## config.mk

```make
export PLATFORM = sky130hd
export DESIGN_NAME = uart_fifo_sync
export DESIGN_NICKNAME = d
export VERILOG_FILES = /design/src/rtl/uart_fifo_sync.sv
export SDC_FILE = /design/constraint.sdc
export NUM_CORES = 2
export LEC_CHECK = 0
export ABC_CLOCK_PERIOD_IN_PS = 3500
export BUFFER_PORTS_ARGS = -buffer_cell sky130_fd_sc_hd__buf_4
export CAP_MARGIN = 30
export CORE_MARGIN = 5
export CORE_UTILIZATION = 60
export CTS_CLUSTER_DIAMETER = 200
export CTS_CLUSTER_SIZE = 12
export DETAILED_ROUTE_END_ITERATION = 10
export PLACE_DENSITY = 0.87
export SKIP_CTS_REPAIR_TIMING = 1
export SLEW_MARGIN = 20
export SYNTH_ARGS = -nofsm -noshare
export SYNTH_HDL_FRONTEND = slang
export SYNTH_SLANG_ARGS = --single-unit
```

## constraint.sdc

```tcl
create_clock -name CLOCK -period 3.5 [get_ports CLOCK]
set_input_delay 0.7 -clock CLOCK [delete_from_list [all_inputs] [get_ports CLOCK]]
set_output_delay 0.7 -clock CLOCK [all_outputs]
set_load 0.02 [all_outputs]
```

## src/rtl/uart_fifo_sync.sv

```systemverilog
// Single-clock parametrised FIFO for the UART data paths: registered read data,
// occupancy count, synchronous flush and sticky overflow/underflow flags.
module uart_fifo_sync #(
  parameter int DATA_WIDTH = 8,
  parameter int DEPTH      = 256,
  parameter int AW         = $clog2(DEPTH),
  parameter int AE_LEVEL   = 4
) (
  input  logic                  CLOCK,
  input  logic                  RESET,
  input  logic                  CLEAR,
  input  logic [DATA_WIDTH-1:0] DI,
  input  logic                  WRB,
  input  logic                  RDB,
  input  logic [AW:0]           LEVEL,
  output logic [DATA_WIDTH-1:0] DO,
  output logic                  FULL,
  output logic                  EMPTY,
  output logic                  AFULL,
  output logic                  AEMPTY,
  output logic [AW:0]           COUNT,
  output logic                  OVERFLOW,
  output logic                  UNDERFLOW
);

  localparam logic [AW:0] DEPTH_C = (AW+1)'(DEPTH);
  localparam logic [AW:0] AE_C    = (AW+1)'(AE_LEVEL);

  logic [DATA_WIDTH-1:0] mem [DEPTH];
  logic [AW-1:0]         wp;
  logic [AW-1:0]         rp;
  logic                  wr_req;
  logic                  rd_req;
  logic                  wr_acc;
  logic                  rd_acc;

  // Flags decode the registered count only; LEVEL is the sole combinational input.
  always_comb begin
    FULL   = (COUNT == DEPTH_C);
    EMPTY  = (COUNT == '0);
    AFULL  = (COUNT >= LEVEL);
    AEMPTY = (COUNT <= AE_C);
  end

  always_comb begin
    wr_req = ~WRB & ~CLEAR;
    rd_req = ~RDB & ~CLEAR;
    wr_acc = wr_req & ~FULL;
    rd_acc = rd_req & ~EMPTY;
  end

  // Storage is not reset; RESET only blocks a write on the edge it overlaps.
  always_ff @(posedge CLOCK) begin
    if (wr_acc && !RESET)
      mem[wp] <= DI;
  end

  always_ff @(posedge CLOCK or posedge RESET) begin
    if (RESET) begin
      wp        <= '0;
      rp        <= '0;
      COUNT     <= '0;
      DO        <= '0;
      OVERFLOW  <= 1'b0;
      UNDERFLOW <= 1'b0;
    end else if (CLEAR) begin
      wp        <= '0;
      rp        <= '0;
      COUNT     <= '0;
      DO        <= '0;
      OVERFLOW  <= 1'b0;
      UNDERFLOW <= 1'b0;
    end else begin
      if (wr_acc)
        wp <= wp + 1'b1;
      if (rd_acc) begin
        DO <= mem[rp];
        rp <= rp + 1'b1;
      end
      case ({wr_acc, rd_acc})
        2'b10:   COUNT <= COUNT + 1'b1;
        2'b01:   COUNT <= COUNT - 1'b1;
        default: COUNT <= COUNT;
      endcase
      if (wr_req && FULL)
        OVERFLOW <= 1'b1;
      if (rd_req && EMPTY)
        UNDERFLOW <= 1'b1;
    end
  end

endmodule
```

; Yosys cells after proc, flatten, opt, wreduce, memory -nomap -nowiden
; Memory sizes are Yosys's and may differ from the RTL's.
; Cells that the tools add are included.
[word_totals]
reg_bits = 35
mem_bits_rw = 2048
output_inout_bits = 23
elab_cells = 49
mem_count = 1
[op_classes]
addsub = 4
magnitude_cmp = 2
eq_ne = 3
mux = 14
bitwise_logic = 9
n_reduce_logical = 10
[memory_table]
columns = name, words, width, read_ports, rd_clocked_by_memory_dff, write_ports, line_no
row1 = mem, 256, 8, 1, 0, 1, 29  ; logic [DATA_WIDTH-1:0] mem [DEPTH];
[ops]
columns = cell, count
row1 = $mux 8, 6
row2 = $pmux 9 s2, 1
row3 = $add 8x1->8 const B, 2
row4 = $add 9x1->9 const B, 1
row5 = $eq 9x9->1 const B, 1
row6 = $ge 9x9->1, 1
row7 = $le 9x3->1 const B, 1
row8 = $logic_not 9->1, 1
row9 = $mux 9, 1
row10 = $sub 9x1->9 const B, 1
row11 = $reduce_bool 2->1, 4
row12 = $mux 1, 6
row13 = $not 1->1, 5
row14 = $and 1x1->1, 4
row15 = $logic_and 1x1->1, 3
row16 = $reduce_bool 3->1, 1
row17 = $eq 2x1->1 const B, 1
row18 = $eq 2x2->1 const B, 1
row19 = $logic_not 1->1, 1

; Depth between registers and ports, before layout
[logic_depth]
ltp_word = 6
mapped_depth = 15
depth_no_buf = 13

; Least setup slack after synthesis
; Ideal clock, no wire load.
[synth_path]
kind = input port to output port
start = in LEVEL[0]
end = out AFULL
arrival_ns = 2.200
required_time_ns = 2.800
setup_slack_ns = 0.600
stages = 8
n_path_buf = 0
path_cell_list = ha_1 nand2b_1 a21o_1 a21o_1 a21o_1 a211o_1 a21oi_1 o21ai_0
[synth_via]
elab_chain_len = 1
[synth_lines]
columns = element, line_no
row1 = from (decl), 15  ; input logic [AW:0] LEVEL,
row2 = $ge 9x9->1, 41  ; AFULL = (COUNT >= LEVEL);
row3 = to (decl), 19  ; output logic AFULL,
; No other way between the ends.

; Final worst setup path
[layout_path]
start = reg rp[6]
end = reg DO[5]
[layout_via]
elab_chain_len = 3
[layout_lines]
columns = element, line_no
row1 = from (decl), 31  ; logic [AW-1:0] rp;
row2 = from (signal assigned), 78  ; rp <= rp + 1'b1;
row3 = $mem_v2 256x8, --
row4 = $mux 8, 76  ; if (rd_acc) begin
row5 = $mux 8, 66  ; end else if (CLEAR) begin
row6 = to (signal assigned), 77  ; DO <= mem[rp];
row7 = to (decl), 16  ; output logic [DATA_WIDTH-1:0] DO,
; No other way between the ends. The select of a mux whose other input is x is not followed.
; A chain may end at the register's enable or synchronous reset.

==> impl_metrics.py <==
metrics = {
    "floorplan": {
        "rows": 135,
        "die_w_um": 378.0,
        "start_util": 0.6019,
        "die_area_um2": 142900,
        "die_y_um": 378.0,
        "ios": 45,
        "core_area_um2": 135000,
    },
    "sta": {
        "drv_slew": 0,
        "worst_pin_slew_ps": 1049,
        "final-hold-violation-count": 0,
        "setup_viol": 2,
        "max_slew_margin": 0.2981,
        "fmax_ghz": 0.2760,
        "clock_skew_ps": 48.29,
        "post-route-period-util": 1.035,
        "fin_ws_ps": -122.9,
        "min_period_ps": 3623,
    },
    "synth": {
        "synth_top_cell_by_area": "edfxtp_1",
        "ys_types": 64,
        "synth_cells": 3951,
        "synth_edf_count": 2048,
        "synth_flop_cell": "edfxtp_1",
        "synth_common_cells": "2,048 x edfxtp_1, 476 x mux4_2, 323 x nor2_1",
        "synthTopCellsByArea": "edfxtp_1 76%, mux4_2 13%, nor2_1 1.5%, a22oi_1 1.4%, mux2i_1 1.3%",
        "yosysTopAreaCellShare": 0.7570,
        "syn-num-nets": 3990,
        "synth_seq_area_share": 0.7678,
        "syn_area_um2": 81240,
        "synth-seq-cells": 2083,
        "synth.most_common_cell": "edfxtp_1",
        "syn_area_per_cell_um2": 20.56,
        "yosys_warnings": 0,
        "async_reset_ff_frac": 0.01680,
    },
    "setup_path": {
        "crit_fanout": 13,
        "critPathKind": "reg -> reg",
        "critical_path.startpoint_type": "flop",
        "critPathRequiredTime_ps": 4260,
        "cp.arrival_ps": 4380,
        "crit_path_end_kind": "flop",
    },
    "route": {
        "vias_per_cell": 7.342,
        "wire_per_inst_um": 36.55,
        "drtIter0Drc": 9055,
        "drt-total-wl_um": 226300,
        "drc": 0,
        "firstDrtPassIters": 10,
        "vias": 45450,
        "final_antenna_net_count": 0,
    },
    "global_routing": {
        "grt_overflow": 0,
        "grt_pass1_wl_um": 326000,
        "grt_pass1_vias": 46050,
        "grt_usage": 0.3199,
        "grt_max_degree": 113,
        "antenna_found_initial": 15,
    },
    "clock_tree": {
        "htreeDepth": 4,
        "cts_tree": "yes",
        "root_buffer": "clkbuf_16",
        "cts_num_sinks": 2083,
        "numCtsBuffers": 191,
        "clkTransAtPathRegs_ps": 70,
        "clk_path_buf_depth": 3,
        "clock_latency_ps": 840,
    },
    "power": {
        "p_leak_nw": 28.80,
        "powerDensity_nw_per_um2": 611.9,
        "ir_worst_vdd_v": 0.0004325,
        "totalPowerFinal_mw": 56.16,
    },
    "layout": {
        "nNetsFinal": 4390,
        "final_core_util": 0.6800,
        "area_growth_pct": 12.97,
        "nFillCells": 7344,
        "layout-drive-gt1-share": 0.2712,
        "fin_cells": 6191,
    },
    "place": {
        "gp_congestion": 0.9599,
        "dp_cells": 5923,
        "io_buffers": 44,
        "hpwl_um": 127600,
    },
    "status": {
        "violations": "setup timing",
        "outcome": "finished with violations",
    },
    "run": {
        "drv_cap": 0,
    },
    "hold_path": {
        "hp-class": "in -> reg",
    },
}
[cell type report]
type | instances | area [um^2] | share of cell area
diodes | 15 | 37.54 | 0.0004090
clock buffers | 223 | 4942 | 0.05385
clock inverters | 14 | 246.5 | 0.002686
inverters | 19 | 73.82 | 0.0008044
multi-input cells | 1614 | 17770 | 0.1936
flip-flops and latches | 2083 | 62390 | 0.6798
well taps | 1781 | 2228 | 0.02428
repair buffers | 442 | 4091 | 0.04458
[logic make-up (layout without fill, tap and decap cells)]
family                   after synthesis  after routing  synth area share
flip-flops                          2083           2083            0.7678
multiplexers                         594            594            0.1467
AND/OR/NAND/NOR                      579            579           0.03030
AO/OA/AOI/OAI                        404            404           0.03522
buffers and inverters                254            698           0.01508
XOR/XNOR                              20             20          0.002249
adder cells (fa/ha/maj)               17             17          0.002618
other                                  0             15                 0
[worst max-delay path: stages, from the launching register on]
cell and delay (ps):
dfrtp_1 780, inv_1 350, nor2_1 730, o21ai_0 310, o21ai_0 760, o41ai_2 260
buf_4 220, nand4b_1 110
[worst paths after layout]
| kind | startpoint | to | slack, ps | cells past startpoint |
|---|---|---|---|---|
| setup / recovery | rp[6] | DO[5] | -120 | 7 |
| hold / removal | CLEAR | COUNT[1] | 190 | 2 |
| setup reg to reg | rp[6] | DO[5] | -120 | 7 |
| hold reg to reg | OVERFLOW | OVERFLOW | 520 | 2 |
| max in group asynchronous | RESET | rp[1] | 2520 | 4 |
| min in group asynchronous | RESET | rp[0] | 450 | 3 |
[stage by stage]
| stage | hold slack, ps | instance area (um^2) | setup TNS [ps] | setup slack [ps] |
|---|---|---|---|---|
| 2_1_floorplan | 552.4 | 81240 | 0 | 599.8 |
| 3_3_place_gp | 487.9 | 86340 | 0 | 195.4 |
| 3_5_place_dp | 503.1 | 86340 | -19.58 | -19.58 |
| 4_1_cts | 112.9 | 91530 | -485.7 | -298.1 |
| 5_1_grt | 191.9 | 91740 | -48.45 | -24.99 |
| 6_report | 186.5 | 91780 | -153.3 | -122.9 |
[power by group]
group	total, mW	switching [mW]	internal [mW]	leakage, nW
clock	18.7	8.81	9.91	2.52
sequential	27.7	0.206	27.5	18.9
combinational	9.77	5.37	4.39	7.41
[routing by layer]
layer / track usage / part of all wire / vias to the layer above
li1: - / - / 17070
met1: 0.4051 / 0.31 / 22570
met2: 0.5049 / 0.48 / 4719
met3: 0.09514 / 0.15 / 1089
met4: 0.1757 / 0.070 / 8
met5: 0 / 0.00023 / -
[layout by cell type, fill, tap and decap left out, types with 30 or more instances in the layout]
cell type  synthesis  routed
o21ai_0           39      38
mux2i_1          104     104
a21oi_1           62      61
nand3_1           44      32
buf_12             0      57
a22oi_1          150     150
clkbuf_1         114      30
edfxtp_1        2048    2048
mux4_2           476     476
nor2_1           323     321
buf_4             27     375
nand2_1          126     125
clkbuf_16          0     193
o22ai_1           30      30
[flip-flops by register name (all words and copies together), names as in the netlist]
signal,cells
COUNT,9
DO,8
OVERFLOW,1
UNDERFLOW,1
mem,2048
rp,8
wp,8
Power figures use the tool's default switching activity.
